==> src/rtl/sha256_compress_if.sv <==
// Round-engine port bundle: start/chaining value in, W/K from the schedule stage,
// round index back upstream, digest with a done pulse out.
interface sha256_compress_if;
    logic         start;
    logic [255:0] hash_in;
    logic [31:0]  W;
    logic [31:0]  K;
    logic [5:0]   count;
    logic         busy;
    logic         done;
    logic [255:0] digest;

    modport master (
        output start, hash_in, W, K,
        input  count, busy, done, digest
    );

    modport slave (
        input  start, hash_in, W, K,
        output count, busy, done, digest
    );
endinterface

==> src/rtl/sha256_compress.sv <==
// SHA-256 compression: 64 rounds at one per clock, start-to-done latency 65 cycles.
// No backpressure: start is ignored while busy, W/K must be valid every round cycle.
module sha256_compress (
    input  logic             clk,
    input  logic             reset,
    sha256_compress_if.slave bus
);
    typedef enum logic [1:0] {IDLE, ROUND, FINAL} state_t;

    state_t       state;
    state_t       state_nx;
    logic         load;
    logic         round;
    logic         fin;
    logic [31:0]  wv [8];
    logic [31:0]  hv [8];
    logic [5:0]   count_q;
    logic         done_q;
    logic [255:0] digest_q;
    logic [31:0]  t1;
    logic [31:0]  t2;

    function automatic logic [31:0] bsig0(input logic [31:0] x);
        return {x[1:0], x[31:2]} ^ {x[12:0], x[31:13]} ^ {x[21:0], x[31:22]};
    endfunction

    function automatic logic [31:0] bsig1(input logic [31:0] x);
        return {x[5:0], x[31:6]} ^ {x[10:0], x[31:11]} ^ {x[24:0], x[31:25]};
    endfunction

    function automatic logic [31:0] ch(input logic [31:0] e, input logic [31:0] f,
                                       input logic [31:0] g);
        return (e & f) ^ (~e & g);
    endfunction

    function automatic logic [31:0] maj(input logic [31:0] a, input logic [31:0] b,
                                        input logic [31:0] c);
        return (a & b) ^ (a & c) ^ (b & c);
    endfunction

    assign t1 = wv[7] + bsig1(wv[4]) + ch(wv[4], wv[5], wv[6]) + bus.K + bus.W;
    assign t2 = bsig0(wv[0]) + maj(wv[0], wv[1], wv[2]);

    always_ff @(posedge clk or posedge reset) begin
        if (reset) begin
            state <= IDLE;
        end else begin
            state <= state_nx;
        end
    end

    always_comb begin
        state_nx = state;
        load     = 1'b0;
        round    = 1'b0;
        fin      = 1'b0;
        case (state)
            IDLE: begin
                if (bus.start) begin
                    load     = 1'b1;
                    state_nx = ROUND;
                end
            end
            ROUND: begin
                round = 1'b1;
                if (count_q == 6'd63) begin
                    state_nx = FINAL;
                end
            end
            FINAL: begin
                fin      = 1'b1;
                state_nx = IDLE;
            end
            default: state_nx = IDLE;
        endcase
    end

    // Working words a..h live in wv[0..7]; the chaining value is kept in hv for the final add.
    always_ff @(posedge clk or posedge reset) begin
        if (reset) begin
            for (int i = 0; i < 8; i++) begin
                wv[i] <= '0;
                hv[i] <= '0;
            end
            count_q  <= '0;
            done_q   <= 1'b0;
            digest_q <= '0;
        end else begin
            done_q <= fin;
            if (load) begin
                for (int i = 0; i < 8; i++) begin
                    wv[i] <= bus.hash_in[255 - 32*i -: 32];
                    hv[i] <= bus.hash_in[255 - 32*i -: 32];
                end
                count_q <= '0;
            end else if (round) begin
                wv[7]   <= wv[6];
                wv[6]   <= wv[5];
                wv[5]   <= wv[4];
                wv[4]   <= wv[3] + t1;
                wv[3]   <= wv[2];
                wv[2]   <= wv[1];
                wv[1]   <= wv[0];
                wv[0]   <= t1 + t2;
                count_q <= (count_q == 6'd63) ? 6'd0 : count_q + 6'd1;
            end
            if (fin) begin
                for (int i = 0; i < 8; i++) begin
                    digest_q[255 - 32*i -: 32] <= hv[i] + wv[i];
                end
            end
        end
    end

    assign bus.count  = count_q;
    assign bus.busy   = (state != IDLE);
    assign bus.done   = done_q;
    assign bus.digest = digest_q;
endmodule
==> src/flat_wrapper.sv <==
// flat-port wrapper written by rule: the top's interface ports become plain ports
module sha256_compress_flat 
  (clk, reset, bus_start, bus_hash_in, bus_W, bus_K, bus_count, bus_busy, bus_done, bus_digest);
  sha256_compress_if bus_i ();
  input  logic clk;
  input  logic reset;
  input wire logic [$bits(bus_i.start)-1:0] bus_start;
  input wire logic [$bits(bus_i.hash_in)-1:0] bus_hash_in;
  input wire logic [$bits(bus_i.W)-1:0] bus_W;
  input wire logic [$bits(bus_i.K)-1:0] bus_K;
  output wire logic [$bits(bus_i.count)-1:0] bus_count;
  output wire logic [$bits(bus_i.busy)-1:0] bus_busy;
  output wire logic [$bits(bus_i.done)-1:0] bus_done;
  output wire logic [$bits(bus_i.digest)-1:0] bus_digest;
  assign bus_i.start = bus_start;
  assign bus_i.hash_in = bus_hash_in;
  assign bus_i.W = bus_W;
  assign bus_i.K = bus_K;
  assign bus_count = bus_i.count;
  assign bus_busy = bus_i.busy;
  assign bus_done = bus_i.done;
  assign bus_digest = bus_i.digest;
  sha256_compress u_core (.clk(clk), .reset(reset), .bus(bus_i));
endmodule
==> config.mk <==
export PLATFORM = sky130hd
export DESIGN_NAME = sha256_compress_flat
export DESIGN_NICKNAME = d
export VERILOG_FILES = /design/src/rtl/sha256_compress_if.sv /design/src/rtl/sha256_compress.sv /design/src/flat_wrapper.sv
export SDC_FILE = /design/constraint.sdc
export NUM_CORES = 2
export LEC_CHECK = 0
export ABC_AREA = 0
export CORE_MARGIN = 3
export CORE_UTILIZATION = 45
export CTS_CLUSTER_SIZE = 24
export DETAILED_ROUTE_END_ITERATION = 10
export GPL_TIMING_DRIVEN = 0
export PLACE_DENSITY = 0.66
export SYNTH_ARGS = -nofsm -noshare
export SYNTH_HDL_FRONTEND = slang
export SYNTH_SLANG_ARGS = --single-unit
export TNS_END_PERCENT = 1
==> constraint.sdc <==
create_clock -name clk -period 56 [get_ports clk]
set_input_delay 11.2 -clock clk [delete_from_list [all_inputs] [get_ports clk]]
set_output_delay 11.2 -clock clk [all_outputs]
set_load 0.05 [all_outputs]
# ---- Word level (Yosys, flattened, before mapping)
# Index checks and enable logic that the tools add are counted.
dict set report totals {
  out_inout_bits 264
  ff_bits 777
  word_cells 70
}
dict set report classes {
  bitwise 13
  reduce_logical 4
  n_addsub 16
  muxes 12
  eq_ne 5
}
# cell count
set op_table {}
lappend op_table {{2-to-1 mux 256 bit} 2}
lappend op_table {{adder 32 bit} 15}
lappend op_table {{bitwise XOR 32 bit} 7}
lappend op_table {{bitwise AND 32 bit} 5}
lappend op_table {{inverter 32 bit} 1}
lappend op_table {{2-to-1 mux 6 bit} 3}
lappend op_table {{adder 6 x 1 -> 6 bit, second input constant} 1}
lappend op_table {{equality test 6 bit, second input constant} 1}
lappend op_table {{2-to-1 mux 1 bit} 4}
lappend op_table {{2-to-1 mux 2 bit} 2}
lappend op_table {{case mux 2 bit (2 select lines)} 1}
lappend op_table {{nonzero test 2 bit} 2}
lappend op_table {{equality test 2 x 1 -> 1 bit, second input constant} 1}
lappend op_table {{equality test 2 bit, second input constant} 1}
lappend op_table {{zero test 2 bit} 1}
lappend op_table {{!= test 2 x 1 -> 1 bit, second input constant} 1}
lappend op_table {{!= test 2 bit, second input constant} 1}
lappend op_table {{AND reduction 2 bit} 1}

# ---- Depth between registers and ports, before layout
dict set report logic_depth {
  ltp_word 9
  ltp_mapped 32
  ltp_nobuf 31
}

# ---- Least setup slack after synthesis
# OpenSTA, ideal clock, no wires.
dict set report synth_path {
  path_kind {input port to flip-flop}
  startpoint {input bus_K[2]}
  endpoint {register u_core.wv[254] (netlist name)}
  arrival_time_ns 17.460
  path_buffers 0
  stages 31
  setup_slack_ns 38.403
  required_ns 55.863
  cell_sequence {inv_1 -> fa_1 -> inv_1 -> fa_1 -> inv_1 -> fa_1 -> inv_1 -> ha_1 -> a211oi_1 -> o21ai_1 -> a2111o_1 -> nor2b_1 -> a21oi_1 -> nor2b_1 -> o21ai_0 -> nand2b_1 -> a21oi_1 -> xor2_1 -> fa_1 -> inv_1 -> ha_1 -> a21o_1 -> nand2_1 -> nand2_1 -> a221o_1 -> or4_1 -> o2111ai_2 -> a21boi_1 -> o41ai_2 -> mux2i_1 -> a21oi_1}
}
dict set report synth_between {
  elab_chain_cells 5
}
# element line_no
set synth_lines {}
lappend synth_lines {{start: declaration} flat_wrapper.sv:10} ;# input wire logic [$bits(bus_i.K)-1:0] bus_K;
lappend synth_lines {{adder 32 bit (2 in series)} sha256_compress.sv:41} ;# assign t1 = wv[7] + bsig1(wv[4]) + ch(wv[4], wv[5], wv[6]) + bus.K + bus.W;
lappend synth_lines {{adder 32 bit} sha256_compress.sv:104} ;# wv[0] <= t1 + t2;
lappend synth_lines {{2-to-1 mux 256 bit} sha256_compress.sv:96} ;# end else if (round) begin
lappend synth_lines {{2-to-1 mux 256 bit} sha256_compress.sv:90} ;# if (load) begin
lappend synth_lines {{end signal: indexed assignment} sha256_compress.sv:92} ;# wv[i] <= bus.hash_in[255 - 32*i -: 32];
lappend synth_lines {{end: declaration} sha256_compress.sv:15} ;# logic [31:0] wv [8];
# Every way passes these cells. The select of a mux whose other input is x is not followed.
# A chain may end at the register's enable or synchronous reset.

# ---- Worst setup path after layout
dict set report layout_path {
  startpoint {input bus_K[1]}
  endpoint {register u_core.wv[254] (netlist name)}
}
# Same word-level chain as after synthesis.

==> impl_metrics.ini <==
[status]
status = complete, but fails checks
violations = capacitance limit, slew limit

[placement]
hpwl_um = 174000
place_congestion = 1.02
portBuffers = 586

[clock_network]
insertion_delay_ns = 0.70
cts_setup_buffers = 0
postCtsHoldBufs = 0
tritoncts.num_buffers = 90
cts_tree = built
cts.sinks = 777
cts_resized = 0
cts_max_level = 3
clockBufferDepth = 3
cts.clk_slew.worst_paths_ns = 0.06
root_buffer = clkbuf_16

[logic_synthesis]
synth_edf_count = 0
syn_nets = 6626
async_flop_share_pct = 100
synth_seq_cells = 777
yosysSeqAreaShare_pct = 38.6
syn_area_mm2 = 0.0504
ys_warn_count = 0
yosysUniqueCellTypes = 90
postSynthAreaPerCell_um2 = 8.64
syn-instance-count = 5828
ys.flop_type = dfrtp_1

[setup_path]
max_stage_delay_ns = 0.83
cp_slowest_cell = xnor2_1
path_max_fanout = 4
endpoint_kind = flip-flop
cpMostUsedCell = fa_1
timing.rr.start = u_core.wv[101]$_DFFE_PP0P_
setup.worst_path.start_class = primary input
crit_path_start = bus_K[1]
reg2reg_setup_slack_ns = 47.10
crit_type = in -> reg
crit_end = u_core.wv[254]$_DFFE_PP0P_
crit_arrival_ns = 19.42
crit_required_ns = 56.54
regToRegEndpoint = u_core.wv[254]$_DFFE_PP0P_
rr_worst_depth = 29

[timing]
clock_skew_ns = 0.0285
maxSlewHeadroom_pct = -4.55
finalSetupViolCount = 0
fmax_ghz = 0.0530
tns_ns = 0
hold_viol = 0
rsz0062_at_grt = false
slew_violations = 35
post-route-period-util_pct = 33.7
worst_pin_slew_ns = 1.57
fin_crit_ns = 18.88

[route]
wirelength_um = 219000
drc_errors = 0
dr.pass1.iters = 6
routed-via-count = 46800
drtIter0Drc = 4126
ant_nets = 0
avgViaCountPerCell = 5.79
routedWlPerCell_um = 27.1

[grt]
overflow = 0
antenna_found_initial = 14
grt_pass1_wl_um = 312000
grt_pass1_vias = 45700
grt_max_degree = 130
grt_use_total_pct = 37.0

[floorplan]
die_w_um = 341
coreArea_mm2 = 0.111
die-area_mm2 = 0.116
start_util_pct = 45.4
fp.dieH_um = 341
io-pin-count = 587
rows = 122

[job]
max_cap_violations = 3

[cells_and_area]
multi_input_comb_area_mm2 = 0.0287
mostFrequentLayoutCells = nand2_1 (1535), dfrtp_1 (777), clkdlybuf4s50_1 (586)
layout.nets = 7311
ff_latch_area_mm2 = 0.0194
drive_above_1_share_pct = 3.45
final_common_cell = nand2_1
area_growth_pct = 21.8
n_fill_cell = 10400

[hold_path]
hold_class = reg -> reg
[area by class of cell]
class                   count  area share [%]
diodes                     12          0.0490
inverters                 340            2.09
well taps                1488            3.03
clock inverters            40           0.679
repair buffers            593            9.86
multi-input cells        4459            46.8
plain buffers             252            1.58
flip-flops and latches    777            31.7
clock buffers             125            4.25
[logic make-up after synthesis]
logic type	after synthesis	share of synthesized area [%]
compound gates	1255	15.7
xor+xnor	409	7.11
fa+ha+maj	497	14.2
buf+inv	592	4.44
flops	777	38.6
mux	49	0.999
simple gates	2249	18.9
[state kept, by name, indices dropped and copies added, names as in the netlist]
name,count
u_core.bus.digest,256
u_core.hv,256
u_core.wv,256
u_core.bus.count,6
u_core.state,2
u_core.bus.done,1
[how the worst min path moves through the flow]
stage	slack, ns	to	cells after the start	from
6_report	0.47	u_core.bus.digest[231]$_DFFE_PP0P_	2	u_core.bus.digest[231]$_DFFE_PP0P_
5_1_grt	0.49	u_core.hv[74]$_DFFE_PP0P_	2	u_core.hv[74]$_DFFE_PP0P_
4_1_cts	0.47	u_core.bus.digest[231]$_DFFE_PP0P_	2	u_core.bus.digest[231]$_DFFE_PP0P_
3_5_place_dp	0.46	u_core.bus.digest[231]$_DFFE_PP0P_	2	u_core.bus.digest[231]$_DFFE_PP0P_
3_3_place_gp	0.45	u_core.bus.digest[52]$_DFFE_PP0P_	2	u_core.bus.digest[52]$_DFFE_PP0P_
2_1_floorplan	0.45	u_core.hv[100]$_DFFE_PP0P_	2	u_core.hv[100]$_DFFE_PP0P_
[synth_stat cells, types with 146 or more instances]
master	number	area, um^2
a21o_1	146	1100
ha_1	342	4280
xor2_1	150	1310
o21ai_0	402	2010
xnor2_1	259	2270
inv_1	340	1280
clkbuf_1	238	893
a21oi_1	284	1420
nand3_1	241	1210
dfrtp_1	777	19400
nor2_1	168	631
nand2_1	1535	5760
[metal layers]
metal | vias up | track usage (%) | part of all wire [%]
met3 | 582 | 8.57 | 9.0
met4 | 4 | 23.7 | 7.5
met1 | 22800 | 45.9 | 39
met2 | 2276 | 58.1 | 45
li1 | 21100 | - | -
met5 | - | 0 | 0.011
[per-stage QoR]
| step | hold WS (ns) | utilization (%) | setup slack, ns | cells | area, um^2 |
|---|---|---|---|---|---|
| 6_report | 0.470 | 55.4 | 37.12 | 8086 | 61300 |
| 5_1_grt | 0.493 | 55.3 | 36.83 | 8074 | 61300 |
| 4_1_cts | 0.473 | 55.3 | 37.31 | 8074 | 61300 |
| 3_5_place_dp | 0.460 | 52.6 | 36.69 | 7909 | 58300 |
| 3_3_place_gp | 0.452 | 52.4 | 13.26 | 7902 | 58100 |
| 2_1_floorplan | 0.452 | - | 22.99 | 5828 | 50400 |
[critical path, delay by kind of cell]
family                   cells  cell delay [ns]
adder cells (fa/ha/maj)      7             3.17
AO/OA/AOI/OAI               11             2.52
XOR/XNOR                     1             0.83
buffers and inverters        4             0.74
AND/OR/NAND/NOR              5             0.67
multiplexers                 1             0.25
Power is left out: the tool's default activity adds up to more than one toggle a clock period on the data nets, which glitch-free logic cannot reach.
